==> src/rtl/yutorina_bus_arbiter_rr.sv <==
// Round-robin arbiter for the Yutorina bus.
// Grants one of MASTER_COUNT masters using active-low request/grant vectors.
// A tenure timer forces a handoff once the owner has held the bus for
// MAX_TENURE cycles while someone else is waiting. The owner's lock_ bit
// suppresses that forced handoff. grant_ is decoded from the owner register
// only, so no combinational path runs from request_ to grant_.
module yutorina_bus_arbiter_rr #(
  parameter int MASTER_COUNT = 4,
  parameter int OWNER_WIDTH  = 2,
  parameter int MAX_TENURE   = 16,
  parameter int TIMER_WIDTH  = 5
) (
  input  logic                    clock,
  input  logic                    reset,
  input  logic [MASTER_COUNT-1:0] request_,
  input  logic [MASTER_COUNT-1:0] lock_,
  output logic [MASTER_COUNT-1:0] grant_,
  output logic [OWNER_WIDTH-1:0]  owner,
  output logic                    handover
);

  localparam logic TENURE_LIMITED = (MAX_TENURE != 0);
  // With no tenure limit the timer is held at zero, so its last value is zero.
  localparam logic [TIMER_WIDTH-1:0] TIMER_LAST =
    (MAX_TENURE == 0) ? {TIMER_WIDTH{1'b0}} : TIMER_WIDTH'(MAX_TENURE - 1);
  localparam logic [OWNER_WIDTH-1:0] OWNER_LAST = OWNER_WIDTH'(MASTER_COUNT - 1);

  logic [OWNER_WIDTH-1:0]  owner_r;
  logic [TIMER_WIDTH-1:0]  timer_r;
  logic                    handover_r;

  logic [MASTER_COUNT-1:0] others_vec_s;
  logic                    own_req_s;
  logic                    others_s;
  logic                    locked_s;
  logic                    expired_s;
  logic                    keep_s;
  logic [TIMER_WIDTH-1:0]  timer_inc_s;

  logic [OWNER_WIDTH-1:0]  cand_s;
  logic [OWNER_WIDTH-1:0]  winner_s;
  logic                    found_s;

  logic [OWNER_WIDTH-1:0]  owner_d_s;
  logic [TIMER_WIDTH-1:0]  timer_d_s;
  logic                    handover_d_s;

  // Work out whether the owner stays: its own request, waiting competitors, lock, tenure expiry.
  always_comb begin
    others_vec_s          = ~request_;
    others_vec_s[owner_r] = 1'b0;
    own_req_s             = ~request_[owner_r];
    others_s              = |others_vec_s;
    locked_s              = ~lock_[owner_r];
    expired_s             = TENURE_LIMITED && (timer_r == TIMER_LAST);
    keep_s                = own_req_s && !(expired_s && others_s && !locked_s);
  end

  // Next tenure count: count up and stop at the last value (or stay at zero when unlimited).
  always_comb begin
    if (!TENURE_LIMITED) begin
      timer_inc_s = {TIMER_WIDTH{1'b0}};
    end else if (timer_r == TIMER_LAST) begin
      timer_inc_s = timer_r;
    end else begin
      timer_inc_s = timer_r + TIMER_WIDTH'(1);
    end
  end

  // Rotational search from owner+1, wrapping modulo MASTER_COUNT (not modulo 2**OWNER_WIDTH).
  always_comb begin
    cand_s   = owner_r;
    winner_s = owner_r;
    found_s  = 1'b0;
    for (int i = 1; i < MASTER_COUNT; i++) begin
      if (cand_s == OWNER_LAST) begin
        cand_s = {OWNER_WIDTH{1'b0}};
      end else begin
        cand_s = cand_s + OWNER_WIDTH'(1);
      end
      if (!found_s && !request_[cand_s]) begin
        found_s  = 1'b1;
        winner_s = cand_s;
      end else begin
        found_s  = found_s;
      end
    end
  end

  // Choose between keeping the bus, handing it off, and parking.
  always_comb begin
    owner_d_s    = owner_r;
    timer_d_s    = timer_r;
    handover_d_s = 1'b0;
    if (keep_s) begin
      timer_d_s = timer_inc_s;
    end else if (found_s) begin
      owner_d_s    = winner_s;
      timer_d_s    = {TIMER_WIDTH{1'b0}};
      handover_d_s = 1'b1;
    end else begin
      // Nobody else is waiting: stay parked on the current owner.
      timer_d_s = own_req_s ? timer_inc_s : {TIMER_WIDTH{1'b0}};
    end
  end

  // Arbitration state registers; reset parks the bus on master 0.
  always_ff @(posedge clock or negedge reset) begin
    if (!reset) begin
      owner_r    <= {OWNER_WIDTH{1'b0}};
      timer_r    <= {TIMER_WIDTH{1'b0}};
      handover_r <= 1'b0;
    end else begin
      owner_r    <= owner_d_s;
      timer_r    <= timer_d_s;
      handover_r <= handover_d_s;
    end
  end

  // Decode the one-hot active-low grant from the owner register only.
  always_comb begin
    grant_          = {MASTER_COUNT{1'b1}};
    grant_[owner_r] = 1'b0;
  end

  assign owner    = owner_r;
  assign handover = handover_r;

endmodule

==> config.mk <==
export PLATFORM = sky130hd
export DESIGN_NAME = yutorina_bus_arbiter_rr
export DESIGN_NICKNAME = d
export VERILOG_FILES = /design/src/rtl/yutorina_bus_arbiter_rr.sv
export SDC_FILE = /design/constraint.sdc
export NUM_CORES = 1
export LEC_CHECK = 0
export CAP_MARGIN = 20
export CORE_MARGIN = 1.5
export CORE_UTILIZATION = 48
export CTS_CLUSTER_DIAMETER = 60
export DETAILED_ROUTE_END_ITERATION = 8
export PLACE_DENSITY_LB_ADDON = 0.2
export SYNTH_ARGS = -nofsm -noshare
export SYNTH_HDL_FRONTEND = slang
export SYNTH_SLANG_ARGS = --single-unit
==> constraint.sdc <==
create_clock -name clock -period 4.8 [get_ports clock]
set_input_delay 1.44 -clock clock [delete_from_list [all_inputs] [get_ports clock]]
set_output_delay 1.44 -clock clock [all_outputs]
set_load 0.01 [all_outputs]
# --- After elaboration in Yosys (flattened, before gate mapping) ---
# Cells that the tools add are included.
# Widths: inputs -> output; s select.
classes:
  add_sub_neg: 4
  n_lt_le_gt_ge: 5
  n_eq_ne: 5
  mux: 27
  n_bitwise: 5
  n_reduce_logical: 12
op_table:
  columns: ["op", "count"]
  rows:
  - ["$mux 5", 4]
  - ["$lt 2x3->1 const B", 4]
  - ["$mux 2", 6]
  - ["$mux 1", 11]
  - ["$bmux 1 s2", 5]
  - ["$not 4->4", 2]
  - ["$add 2x1->2 const B", 3]
  - ["$eq 2x2->1 const B", 3]
  - ["$logic_and 1x1->1", 6]
  - ["$add 5x1->5 const B", 1]
  - ["$eq 5x4->1 const B", 1]
  - ["$and 4x4->4", 1]
  - ["$logic_not 1->1", 4]
  - ["$reduce_or 4->1", 1]
  - ["$ne 3x1->1 const B", 1]
  - ["$reduce_and 3->1", 1]
  - ["$demux 1 s2", 1]
  - ["$ge 2x1->1 const B", 1]
  - ["$not 1->1", 2]
totals:
  reg_bits: 8
  in_bits: 10
  output_inout_bits: 7
  elab_cells: 61

# --- Longest topological paths before layout ---
depth:
  ltp_word: 14
  mapped_depth: 9
  mapped_depth_nobuf: 7

# --- Worst setup path after synthesis ---
# Ideal clock, no wire load.
synth_path:
  kind: "in2reg"
  startpoint: "in request_[2]"
  endpoint: "reg owner_r[0] (netlist: owner[0])"
  setup_ps: 125
  arrival_ps: 2617
  slack_ps: 2058
  path_stages: 4
  path_cell_list: "clkbuf_1 > mux4_2 > o21a_4 > mux2_4"
synth_via:
  elab_chain_cells: 9
  word_cells_on_any_way: 29
  classes_between: "eq/ne: 1; mux: 13; bitwise: 4; reduce/logical: 11"
synth_lines:
  columns: ["element", "line_no", "source"]
  rows:
  - ["start, declared", "15", "input logic [MASTER_COUNT-1:0] request_,"]
  - ["$bmux 1 s2 / $not 4->4 (equally long branches)", "81, 50", null]
  - ["$mux 1 (not written as such) / $and 4x4->4 (equally long branches)", null, null]
  - ["$logic_not 1->1 / $reduce_or 4->1 (equally long branches)", "81, 53", null]
  - ["$logic_and 1x1->1, on equally long branches", "81, 56", null]
  - ["$mux 1 / $logic_and 1x1->1 (equally long branches)", "81, 56", null]
  - ["$logic_not 1->1, on equally long branches", "81, 56", null]
  - ["$logic_and 1x1->1, on equally long branches", "81, 56", null]
  - ["$ne 3x1->1 (no line) (tied with other cells)", null, null]
  - ["$reduce_and 3->1 (no line)", null, null]
  - ["end signal, assigned", "110", "owner_r <= {OWNER_WIDTH{1'b0}};"]
  - ["end signal, assigned", "114", "owner_r <= owner_d_s;"]
  - ["end, declared", "28", "logic [OWNER_WIDTH-1:0] owner_r;"]
# Parallel ways exist; a longest one is shown, timed or not. The select of a mux whose other input is x is not followed.
# A chain may end at the register's enable or synchronous reset.

# --- Worst setup path in the final report ---
layout_path:
  startpoint: "reg owner_r[0] (netlist: owner[0])"
  endpoint: "out grant_[2]"
layout_via:
  elab_chain_cells: 5
  word_cells_on_any_way: 6
  classes_between: "order compare: 2; mux: 2; bitwise: 1; reduce/logical: 1"
layout_lines:
  columns: ["element", "line_no", "source"]
  rows:
  - ["$lt 2x3->1 (not written as such) / $ge 2x1->1 (equally long branches)", "123", "grant_[owner_r] = 1'b0;"]
  - ["$logic_and 1x1->1 (not written as such)", "123", null]
  - ["$mux 1 (not written as such)", "123", null]
  - ["$demux 1 s2 (*)", "123", null]
  - ["$not 4->4 (no line) (*)", null, null]
  - ["end, declared", "17", "output logic [MASTER_COUNT-1:0] grant_,"]
# Mark *: on every way between the ends. The rest lies on a longest branch, timed or not.

==> flow_summary.toml <==
[setup_path]
reg2regPathDepth = 7
crit_end = "grant_[2]"
worstPathMaxFanout = 13
cp-start-kind = "flip-flop"
cp-startpoint = "owner[0]$_DFFE_PN0P_"
path_class = "reg2out"
crit_path_end_kind = "primary output"
reg2reg_to = "owner[0]$_DFFE_PN0P_"
arrival_ns = 1.82
required_ns = 3.36
rrSetupSlack_ns = 2.48
r2r_start = "owner[0]$_DFFE_PN0P_"

[die]
dieArea_um2 = 1620
num_rows = 13
start_util = 0.511
core_um2 = 1300
io_pins = 17
die_x_um = 40.2
die_y_um = 40.2

[logic_synthesis]
synth_area_leaders = "dfrtp_1 30%, ha_1 9.4%, mux4_2 6.8%, inv_1 4.5%, mux2_4 4.5%"
synthArstFlopShare = 1.00
synth-edff-count = 0
yosysWarningCount = 0
syn-cell-area_um2 = 664
synth_seq_area_share = 0.301
synth_top_area_cell = "dfrtp_1"
synth-seq-cells = 8
yosysUniqueCellTypes = 32
syn_nets = 85
ys.flop_type = "dfrtp_1"
syn_inst = 70
synth.avg_cell_area_um2 = 9.49
synth_top_area_share = 0.301
ys_top_cells_by_count = "8 x dfrtp_1, 8 x inv_1, 5 x a21oi_1, 5 x ha_1, 4 x nor2_1"

[placed_design]
dp_cells = 96
place_congestion = 0.729
place.port_buffers = 16
dp_hpwl_um = 994

[clocking]
cts_sinks = 8
cts_max_level = 1
cts-root-buf = "clkbuf_4"
cts-hold-fix-buffers = 0
postCtsSetupRepairBufs = 0
path_clk_slew_ns = 0.05
cts_tree = "done"
clk_latency_ns = 0.26
cts_resized = 0
cts.path.max_buffers = 2
cts_buffers = 3

[drt]
firstDrtPassIters = 4
finalWirelength_mm = 1.30
detail_route.wl_per_cell_um = 13.1
vias_per_cell = 5.45
vias = 540
ant_nets = 0
drc = 0
drtIter0Drc = 14

[global_routing]
grt_usage = 0.180
grt_pass1_wl_mm = 1.87
grt_overflow_total = 0
grt_antenna_before_repair = 0
grt_pass1_vias = 426
grt_max_degree = 14

[timing]
rsz0062_at_grt = "false"
worst_pin_slew_ns = 0.476
finalHoldViolCount = 0
timing.final.crit_share = 0.680
period_needed_ns = 3.26
finalMaxSlewViolations = 0
fin_skew_ns = 0.00587
clock.fmax_ghz = 0.306
setup_tns_ns = 0
max_slew_margin = 0.683
setup_violations = 0

[finish]
area_delta_synth_final_pct = 26.2
multi_input_area_um2 = 407
drive_above_1_share = 0.119
finalNonFillerCells = 99
fin_nets = 101
diodes = 0
seqCellArea_um2 = 200
fillers = 108

[power_and_ir_drop]
power_density_nw_per_um2 = 601
peakVddDrop_mv = 0.262
leakagePower_nw = 0.364

[run]
maxCapViolCount = 0

[status]
status = "finished clean"

[hold_path]
hold_class = "reg2reg"
stage by stage:
stage / hold WS (ns) / area (um^2) / setup slack [ns] / utilization / power, W
2_1_floorplan: 0.461 / 664 / 2.06 / - / 0.000359
3_3_place_gp: 0.490 / 816 / 1.62 / 0.627 / 0.000453
3_5_place_dp: 0.489 / 816 / 1.60 / 0.627 / 0.000456
4_1_cts: 0.496 / 838 / 1.52 / 0.644 / 0.000510
5_1_grt: 0.530 / 838 / 1.35 / 0.644 / 0.000548
6_report: 0.492 / 838 / 1.54 / 0.644 / 0.000504
worst min-delay path by stage:
stage                         start              endpoint  slack (ns)  cells after the start
2_1_floorplan  timer_r[4]$_DFF_PN0_  timer_r[4]$_DFF_PN0_        0.46                      2
3_3_place_gp   timer_r[4]$_DFF_PN0_  timer_r[4]$_DFF_PN0_        0.49                      2
3_5_place_dp   timer_r[4]$_DFF_PN0_  timer_r[4]$_DFF_PN0_        0.49                      2
4_1_cts        timer_r[4]$_DFF_PN0_  timer_r[4]$_DFF_PN0_        0.50                      2
5_1_grt        timer_r[4]$_DFF_PN0_  timer_r[4]$_DFF_PN0_        0.53                      2
6_report       timer_r[4]$_DFF_PN0_  timer_r[4]$_DFF_PN0_        0.49                      2
layout make-up:
type,instances,area share
clock buffer,3,0.0269
timing repair buffer,16,0.191
sequential,8,0.239
tap,15,0.0224
inverter,8,0.0358
multi-input combinational,49,0.485
kinds of logic after synthesis:
logic type,Yosys count,synth area share
buffers and inverters,13,0.0866
and+or+nand+nor,17,0.153
DFF,8,0.301
muxes,5,0.128
AOI/OAI and AO/OA,19,0.198
adders and majority gates,5,0.0942
xor gates and xnor gates,3,0.0396
layer usage:
layer	track usage	vias to the layer above	wire (um)
li1	-	276	-
met1	0.231	252	645
met2	0.282	10	588
met3	0.0667	2	55
met4	0.0500	0	8
met5	0	-	0
layout by cell type (no fill, tap or decap), drive strengths merged:
cell            n
clkdlybuf4s50  16
inv             8
dfrtp           8
a21oi           5
ha              5
nor2            5
nand2           3
o22ai           3
clkbuf          3
o21ai           2
nor3            2
nand3           2
mux4            2
xnor2           2
mux2            2
a211oi          2
o32ai           1
and3            1
o2111ai         1
o2bb2ai         1
a31oi           1
or2             1
nor3b           1
a21o            1
mux2i           1
xor2            1
o21a            1
nor2b           1
o211ai          1
nand2b          1
flip-flops by register name, summed over array words and instances, names as in the netlist:
signal / count
handover: 1
owner: 2
timer_r: 5
power breakdown:
| group | internal [W] | switching, W | total (W) | leakage, nW |
|---|---|---|---|---|
| Combinational | 0.000181 | 0.000143 | 0.000323 | 0.248 |
| Clock | 0.0000285 | 0.0000220 | 0.0000506 | 0.0138 |
| Sequential | 0.0000914 | 0.0000387 | 0.000130 | 0.102 |
critical path, cell delays in order (launching register included):
cell,delay (ns)
dfrtp_1,0.63
inv_1,0.12
ha_1,0.24
inv_1,0.05
clkdlybuf4s50_1,0.52
(Power assumes the default switching activity.)
